[src/rtl/fsmc_pkg.sv]
// fsmc_pkg: shared definitions for the FSMC FIFO bridge.
//   - register index constants (decoded from address bits [1:0])
//   - STATUS word bit positions and a packing helper
//   - CTRL flush bit positions
//   - bridge FSM state enum
package fsmc_pkg;

  localparam logic [1:0] REG_TXDATA = 2'd0;
  localparam logic [1:0] REG_RXDATA = 2'd1;
  localparam logic [1:0] REG_STATUS = 2'd2;
  localparam logic [1:0] REG_CTRL   = 2'd3;

  localparam int ST_TX_LEVEL_LSB = 0;
  localparam int ST_RX_LEVEL_LSB = 5;
  localparam int ST_TX_FULL      = 10;
  localparam int ST_RX_EMPTY     = 11;
  localparam int ST_TX_OVF       = 12;
  localparam int ST_RX_UDF       = 13;

  localparam int CTRL_FLUSH_TX = 0;
  localparam int CTRL_FLUSH_RX = 1;

  typedef enum logic [1:0] {
    IDLE   = 2'd0,
    SEL    = 2'd1,
    COMMIT = 2'd2
  } fsm_state_t;

  function automatic logic [15:0] pack_status(
    input logic [4:0] tx_lvl,
    input logic [4:0] rx_lvl,
    input logic       tx_full,
    input logic       rx_empty,
    input logic       tx_ovf,
    input logic       rx_udf
  );
    logic [15:0] w;
    w = '0;
    w[ST_TX_LEVEL_LSB +: 5] = tx_lvl;
    w[ST_RX_LEVEL_LSB +: 5] = rx_lvl;
    w[ST_TX_FULL]           = tx_full;
    w[ST_RX_EMPTY]          = rx_empty;
    w[ST_TX_OVF]            = tx_ovf;
    w[ST_RX_UDF]            = rx_udf;
    return w;
  endfunction

endpackage

[src/rtl/sync_fifo.sv]
// sync_fifo: single-clock first-word-fall-through FIFO.
// Ports:
//   clk, reset      clock, asynchronous active-high reset (pointers/count only)
//   push, din       write request and data; accepted when not full, or when
//                   full with an effective pop in the same cycle
//   pop             read request; ignored when empty
//   flush           empties the FIFO, overriding any same-cycle push/pop
//   dout            current head word (valid while !empty)
//   level           number of stored words, $clog2(DEPTH)+1 bits
//   full, empty     occupancy flags
module sync_fifo #(
  parameter int WIDTH = 16,
  parameter int DEPTH = 16,
  localparam int AW = (DEPTH > 1) ? $clog2(DEPTH) : 1,
  localparam int LW = $clog2(DEPTH) + 1
) (
  input  logic             clk,
  input  logic             reset,
  input  logic             push,
  input  logic             pop,
  input  logic             flush,
  input  logic [WIDTH-1:0] din,
  output logic [WIDTH-1:0] dout,
  output logic [LW-1:0]    level,
  output logic             full,
  output logic             empty
);

  logic [WIDTH-1:0] mem [DEPTH];
  logic [AW-1:0]    wr_ptr;
  logic [AW-1:0]    rd_ptr;
  logic [LW-1:0]    cnt;
  logic             do_pop;
  logic             do_push;

  assign full    = (cnt == LW'(DEPTH));
  assign empty   = (cnt == '0);
  assign do_pop  = pop & ~empty;
  // A pop in the same cycle frees the slot, so a full FIFO still accepts.
  assign do_push = push & (~full | do_pop);
  assign dout    = mem[rd_ptr];
  assign level   = cnt;

  // Pointers wrap naturally because DEPTH is a power of two.
  always_ff @(posedge clk or posedge reset) begin
    if (reset) begin
      wr_ptr <= '0;
      rd_ptr <= '0;
      cnt    <= '0;
    end else if (flush) begin
      wr_ptr <= '0;
      rd_ptr <= '0;
      cnt    <= '0;
    end else begin
      if (do_push) wr_ptr <= wr_ptr + AW'(1);
      if (do_pop)  rd_ptr <= rd_ptr + AW'(1);
      cnt <= cnt + LW'(do_push) - LW'(do_pop);
    end
  end

  always_ff @(posedge clk) begin
    if (do_push && !flush) mem[wr_ptr] <= din;
  end

endmodule

[src/rtl/fsmc_fifo_bridge.sv]
// fsmc_fifo_bridge: FSMC chip-select slave bridging one window to a TX
// stream FIFO (bus -> fabric) and an RX stream FIFO (fabric -> bus).
// Register index = module_in[1:0] at the en_cs rise:
//   0 TXDATA (wo, push), 1 RXDATA (ro, pop), 2 STATUS (ro, read-to-clear
//   sticky flags), 3 CTRL (wo, bit0 flush TX, bit1 flush RX).
// Ports:
//   clk, reset          clock, asynchronous active-high reset
//   module_in           captured bus word (address phase, then write data)
//   cs_addr_latch       captured chip-select address
//   en_cs               access enable from the bus interface
//   module_out          registered read data
//   cs_state            this instance selected for the current access
//   tx_data/valid/ready TX stream (FIFO head)
//   rx_data/valid/ready RX stream
// Optional macro FSMC_FIFO_IRQ_EN adds irq_thresh[4:0] input and registered
// irq output (rx_level >= irq_thresh when thresh != 0, or any sticky flag).
module fsmc_fifo_bridge
  import fsmc_pkg::*;
#(
  parameter logic [2:0] CS_ID = 3'd1,
  parameter int         DEPTH = 16,
  parameter int         WIDTH = 16
) (
  input  logic        clk,
  input  logic        reset,
  input  logic [15:0] module_in,
  input  logic [2:0]  cs_addr_latch,
  input  logic        en_cs,
  output logic [15:0] module_out,
  output logic        cs_state,
  output logic [15:0] tx_data,
  output logic        tx_valid,
  input  logic        tx_ready,
  input  logic [15:0] rx_data,
  input  logic        rx_valid,
  output logic        rx_ready
`ifdef FSMC_FIFO_IRQ_EN
  ,
  input  logic [4:0]  irq_thresh,
  output logic        irq
`endif
);

  localparam int LW = $clog2(DEPTH) + 1;

  fsm_state_t state, state_n;

  logic             en_d;
  logic             rise;
  logic             fall;
  logic [1:0]       idx_q;
  logic             pend;
  logic [1:0]       pend_idx;
  logic             pend_hit;
  logic             start_req;
  logic             start_hit;
  logic [1:0]       start_idx;
  logic [1:0]       sel_idx;
  logic             tx_ovf;
  logic             rx_udf;

  logic             tx_push, tx_pop, tx_flush, tx_full, tx_empty;
  logic             rx_push, rx_pop, rx_flush, rx_full, rx_empty;
  logic             clr_flags;
  logic [LW-1:0]    tx_level, rx_level;
  logic [WIDTH-1:0] tx_dout, rx_dout;
  logic [15:0]      status_w;
  logic [15:0]      read_mux;

  assign rise = en_cs & ~en_d;
  assign fall = ~en_cs & en_d;

  // A rise seen during COMMIT is parked in pend and serviced from IDLE.
  assign start_req = rise | pend;
  assign start_hit = rise ? (cs_addr_latch == CS_ID) : pend_hit;
  assign start_idx = rise ? module_in[1:0] : pend_idx;
  assign sel_idx   = (state == IDLE) ? start_idx : idx_q;

  assign tx_pop   = tx_valid & tx_ready;
  assign rx_push  = rx_valid & rx_ready;
  assign tx_valid = ~tx_empty;
  assign tx_data  = tx_dout;
  assign rx_ready = ~rx_full;

  assign status_w = pack_status(5'(tx_level), 5'(rx_level), tx_full, rx_empty,
                                tx_ovf, rx_udf);

  always_comb begin
    read_mux = '0;
    case (sel_idx)
      REG_RXDATA: read_mux = rx_empty ? 16'h0000 : rx_dout;
      REG_STATUS: read_mux = status_w;
      default:    read_mux = '0;
    endcase
  end

  always_comb begin
    state_n   = state;
    tx_push   = 1'b0;
    rx_pop    = 1'b0;
    clr_flags = 1'b0;
    tx_flush  = 1'b0;
    rx_flush  = 1'b0;
    case (state)
      IDLE: begin
        if (start_req && start_hit) state_n = SEL;
      end
      SEL: begin
        if (fall) state_n = COMMIT;
      end
      COMMIT: begin
        state_n = IDLE;
        case (idx_q)
          REG_TXDATA: tx_push   = 1'b1;
          REG_RXDATA: rx_pop    = 1'b1;
          REG_STATUS: clr_flags = 1'b1;
          default: begin
            tx_flush = module_in[CTRL_FLUSH_TX];
            rx_flush = module_in[CTRL_FLUSH_RX];
          end
        endcase
      end
      default: state_n = IDLE;
    endcase
  end

  always_ff @(posedge clk or posedge reset) begin
    if (reset) begin
      state <= IDLE;
      en_d  <= 1'b0;
    end else begin
      state <= state_n;
      en_d  <= en_cs;
    end
  end

  always_ff @(posedge clk or posedge reset) begin
    if (reset) begin
      idx_q    <= '0;
      pend     <= 1'b0;
      pend_idx <= '0;
      pend_hit <= 1'b0;
    end else begin
      if (state == IDLE && start_req) idx_q <= start_idx;
      if (state == COMMIT && rise) begin
        pend     <= 1'b1;
        pend_idx <= module_in[1:0];
        pend_hit <= (cs_addr_latch == CS_ID);
      end else if (state == IDLE) begin
        pend <= 1'b0;
      end
    end
  end

  // Sticky error flags, cleared by a STATUS read commit.
  always_ff @(posedge clk or posedge reset) begin
    if (reset) begin
      tx_ovf <= 1'b0;
      rx_udf <= 1'b0;
    end else if (clr_flags) begin
      tx_ovf <= 1'b0;
      rx_udf <= 1'b0;
    end else begin
      if (tx_push && tx_full && !tx_pop) tx_ovf <= 1'b1;
      if (rx_pop && rx_empty)            rx_udf <= 1'b1;
    end
  end

  // Read data refreshes while selected, holds through COMMIT, 0 otherwise.
  always_ff @(posedge clk or posedge reset) begin
    if (reset) begin
      module_out <= '0;
      cs_state   <= 1'b0;
    end else begin
      cs_state <= (state_n == SEL) || (state_n == COMMIT);
      case (state_n)
        SEL:     module_out <= read_mux;
        COMMIT:  module_out <= module_out;
        default: module_out <= '0;
      endcase
    end
  end

`ifdef FSMC_FIFO_IRQ_EN
  always_ff @(posedge clk or posedge reset) begin
    if (reset) irq <= 1'b0;
    else irq <= ((irq_thresh != 5'd0) && (5'(rx_level) >= irq_thresh)) ||
                tx_ovf || rx_udf;
  end
`endif

  sync_fifo #(.WIDTH(WIDTH), .DEPTH(DEPTH)) u_tx_fifo (
    .clk   (clk),
    .reset (reset),
    .push  (tx_push),
    .pop   (tx_pop),
    .flush (tx_flush),
    .din   (module_in),
    .dout  (tx_dout),
    .level (tx_level),
    .full  (tx_full),
    .empty (tx_empty)
  );

  sync_fifo #(.WIDTH(WIDTH), .DEPTH(DEPTH)) u_rx_fifo (
    .clk   (clk),
    .reset (reset),
    .push  (rx_push),
    .pop   (rx_pop),
    .flush (rx_flush),
    .din   (rx_data),
    .dout  (rx_dout),
    .level (rx_level),
    .full  (rx_full),
    .empty (rx_empty)
  );

endmodule
[config.mk]
export PLATFORM = sky130hd
export DESIGN_NAME = fsmc_fifo_bridge
export DESIGN_NICKNAME = d
export VERILOG_FILES = /design/src/rtl/fsmc_pkg.sv /design/src/rtl/sync_fifo.sv /design/src/rtl/fsmc_fifo_bridge.sv
export SDC_FILE = /design/constraint.sdc
export NUM_CORES = 1
export LEC_CHECK = 0
export ABC_AREA = 1
export BUFFER_PORTS_ARGS = -buffer_cell sky130_fd_sc_hd__buf_2
export CAP_MARGIN = 20
export CELL_PAD_IN_SITES_DETAIL_PLACEMENT = 1
export CELL_PAD_IN_SITES_GLOBAL_PLACEMENT = 2
export CORE_MARGIN = 5
export CORE_UTILIZATION = 44
export CTS_CLUSTER_SIZE = 24
export DETAILED_ROUTE_END_ITERATION = 12
export GPL_ROUTABILITY_DRIVEN = 0
export PLACE_DENSITY = 0.92
export SLEW_MARGIN = 20
export SYNTH_ARGS = -nofsm -noshare
export SYNTH_HDL_FRONTEND = slang
export SYNTH_HIERARCHICAL = 1
export SYNTH_SLANG_ARGS = --single-unit
[constraint.sdc]
create_clock -name clk -period 6.8 [get_ports clk]
set_input_delay 1.02 -clock clk [delete_from_list [all_inputs] [get_ports clk]]
set_output_delay 1.02 -clock clk [all_outputs]
set_load 0.03 [all_outputs]
==> results by stage <==
Status:
- The flow ran to the end, and the final reports show no timing, DRC or antenna violations.

Clock network:
- The count of hold-fix buffers inserted at cts is 0.
- No sink is reached through more buffers than the 3 on the longest clock path.
- For the worst-skew pair, the clock arrives at the later sink with an insertion delay of 0.62 ns.
- After clock tree synthesis, the setup repair step added 0 buffers.
- After clock tree synthesis, the repair step resized 0 gates.
- Clock-pin slew was measured on the worst setup and hold paths at 0.06 ns.
- The number of clock buffers added by TritonCTS is 60.
- The cell chosen for the clock root is clkbuf_16.
- The number of clock sinks is 566.
- The maximum level of the CTS H-tree is 2.
- TritonCTS built the clock tree.

STA:
- The final hold slack is 0.484 ns.
- The number of failing setup endpoints in the final timing report is 0.
- The number of hold-slack violations in the final timing report is 0.
- For the pin with the worst max-slew slack, the measured transition is 1.11 ns.
- Across all setup checks in the final design, the least slack found is 2.34 ns.
- The highest clock rate is 224 MHz.
- Setup repair after global routing left no endpoint under its margin.
- Setup total negative slack on the finished layout was measured at 0 ns.
- The count of final max-slew check failures is 0.
- The worst path in the final design needs a cycle of 4.46 ns, including I/O delays and setup.
- Clock skew on the completed layout was measured at 0.0133 ns.
- The relative slew slack is 26.2%.
- The final cycle utilization of the critical path is 65.6%.

Routing:
- The routed length per placed instance is 21.0 um.
- The post-detailed-route DRC marker count is 0.
- In this run the remaining antenna-violating nets after routing total 0.
- The wire length after detailed routing is 70,100 um.
- The detail-routed via count per cell is 5.25.
- The number of search-and-repair iterations in the first detailed-routing pass is 5.
- The detailed-route via count is 17,500.
- The number of DRC violations after detailed-routing iteration 0 is 1,179.

Global routing:
- The number of antenna violations at the first check in global routing is 2.
- Global routing consumed, on the met1 layer, 30.4% of the routing resources.
- After global routing, the most crowded layer is met2.
- Entering global routing, the biggest net connects 99 pins.
- The number of global-route vias before repair was 18,500.
- The met3 usage is 3.31%.
- The met2 track utilization from global routing is 39.2%.
- The first-pass GRT wire length is 107,000 um.
- The total grt overflow is 0.
- The total global routing track utilization is 22.7%.

Finish:
- The finished cells cover 27,700 sq um.
- Leaving out filler cells and counting taps, the final layout contains 3,331.
- In the layout the commonest cells are nand2_1, edfxtp_1, inv_1.
- The final core utilization is 49.3%.
- The commonest non-fill, non-tap cell in the layout is nand2_1.
- The number of nets in the finished design is 2,590.
- Fill cells in the final layout number 6,277.
- Of the cells placed in the final design, the portion with a size suffix greater than 1 is 9.21%.
- The synthesis-to-layout area growth is 11.2%.

Min path:
- The startpoint identified for the worst hold timing path is module_out[13]$_DFFE_PP0P_.
- The type of the tightest min-delay check is reg -> reg.
- For hold timing, the worst endpoint is module_out[13]$_DFFE_PP0P_.
- Along the worst hold path, the cell count comes to 2.

Yosys:
- Of the synthesized area, sequential elements account for 67.1%.
- The flip-flop and latch count after synthesis is 566.
- In this run the cell area of the synthesized design comes to 24,900 sq um.
- The gate count after technology mapping is 2,476.
- The number of warnings issued by yosys is 6.
- The synthesized area per cell is 10.1 sq um.
- Synthesis produced a netlist with a net count of 2,542.
- The count of unique library cells instantiated by Yosys is 34.

Floorplan:
- The vertical die dimension is 248 um.
- The core region is 56,300 sq um.
- The floorplan step defined a die boundary enclosing 61,500 sq um.
- The I/O pin total is 75.
- Once the floorplan was initialized, standard cells occupied 44.3% of the core.
- After floorplanning, the core was divided into 87 placement rows.
- The die is 248 um wide.

Placed design:
- OpenSTA, run right after detailed placement, puts the worst setup slack at 2.99 ns.
- The post-DP HPWL is 42,200 um.
- Summing all placed instances gives a cell area of 25,800 sq um.
- The count of input and output buffers is 74.
- The placed instance count is 3,218.

Critical path:
- At the worst endpoint, the required time is 5.78 ns.
- The kind of critical path is reg -> out.
- The kind of capture point of the worst setup path is an output port.
- The highest cell delay on the worst timing path is 1.06 ns.
- The reg-to-reg endpoint is module_out[0]$_DFFE_PP0P_.
- The most numerous cell type found on the critical path is nand2_1.
- The worst-path maximum fanout is 85.
- The worst register-to-register path has a depth of 12.
- Walking the worst path, the cells encountered are buf_4 -> nand2_1 -> nand2_1 -> nor2_1 -> nor2_1 -> nand2_1 -> nand2_1 -> buf_2.
- The slowest cell on the critical path is dfrtp_4.
- The kind of launch point of the worst setup path is a flip-flop.
- The register-to-register setup slack is 3.32 ns.
- The startpoint identified for the worst register-to-register timing path is u_rx_fifo/rd_ptr[0]$_DFFE_PP0P_.
- The data arrival time of the worst path is 3.44 ns.

Power and ir drop:
- Summed over all cells, the static leakage comes to 11.7 nW.
- Overall power consumption after layout is estimated at 10.4 mW.
- VDD sags by at most 0.240 mV.
- The power per unit of standard cell area is 376 nW/um^2.

Run:
- The tool flagged a number of max-cap violations equal to 0.
## kinds of logic (layout without fill, tap and decap cells)
family,after synthesis,count (layout),synth area share (%)
other cells,0,1,0
flops,566,566,67.1
buf+inv,372,470,6.79
xor+xnor,6,6,0.211
fa+ha+maj,26,26,1.37
compound gates,28,28,0.608
simple gates,1478,1478,23.9
## Yosys cell counts, drive strengths merged
cell type,n,area [sq um]
ha,24,300
o21ai,21,105
and2,2,12.5
nor3,5,41.3
nand3b,1,7.51
edfxtp,512,15400
a21oi,7,46.3
inv,264,996
buf,93,638
dfrtp,54,1350
or2,2,12.5
nand2,974,3680
nand3,228,1150
xor2,6,52.6
fa,2,40.0
clkinv,3,12.5
nand4,10,62.6
clkbuf,12,45.0
nor2,256,1000
## where the power goes
group | total (mW) | leakage [nW] | internal, mW | switching (mW)
combinational | 2.94 | 5.45 | 0.781 | 2.16
sequential | 4.29 | 5.31 | 4.04 | 0.250
clock | 3.20 | 0.940 | 1.83 | 1.37
## how the worst max path moves through the flow
stage | startpoint | cells past startpoint | to | slack, ns
2_1_floorplan | tx_ready | 16 | u_tx_fifo/level[4]$_DFF_PP0_ | 4.02
3_3_place_gp | u_tx_fifo/rd_ptr[0]$_DFFE_PP0P_ | 8 | tx_data[7] | 3.05
3_5_place_dp | module_in[0] | 7 | u_tx_fifo/mem[14][3]$_DFFE_PP_ | 2.99
4_1_cts | u_tx_fifo/rd_ptr[0]$_DFFE_PP0P_ | 8 | tx_data[4] | 2.35
5_1_grt | u_tx_fifo/rd_ptr[0]$_DFFE_PP0P_ | 8 | tx_data[7] | 2.14
6_report | u_tx_fifo/rd_ptr[0]$_DFFE_PP0P_ | 8 | tx_data[4] | 2.34
## final cells by class
type | instances | area (sq um) | share of cell area, %
Sequential cell | 566 | 16700 | 60.4
Multi-Input combinational cell | 1538 | 6610 | 23.9
Clock buffer | 74 | 1610 | 5.79
Inverter | 267 | 1010 | 3.66
Tap cell | 756 | 946 | 3.41
Timing Repair Buffer | 91 | 498 | 1.80
Clock inverter | 38 | 312 | 1.12
Antenna cell | 1 | 2.50 | 0.00903
## worst max-delay path, delay by kind of cell (launching register included)
| kind | cells | cell delay [ns] |
|---|---|---|
| flops | 1 | 1.06 |
| buf+inv | 2 | 0.99 |
| simple gates | 6 | 0.67 |
## flip-flops by register name, summed over array words and instances, names as in the netlist
signal,cells
module_out,16
u_tx_fifo/mem,256
pend_idx,2
u_tx_fifo/level,5
u_tx_fifo/rd_ptr,4
rx_udf,1
pend_hit,1
u_tx_fifo/wr_ptr,4
u_rx_fifo/wr_ptr,4
state,2
idx_q,2
tx_ovf,1
pend,1
u_rx_fifo/level,5
en_d,1
cs_state,1
u_rx_fifo/rd_ptr,4
u_rx_fifo/mem,256
## per-layer routing
layer | wire length, um | up-vias | share of wire [%]
met5 | 7 | - | 0.010
met4 | 1470 | 2 | 2.1
met3 | 3530 | 97 | 5.0
met2 | 34900 | 430 | 50
met1 | 30100 | 8911 | 43
li1 | - | 8054 | -
Power figures use the tool's default switching activity.
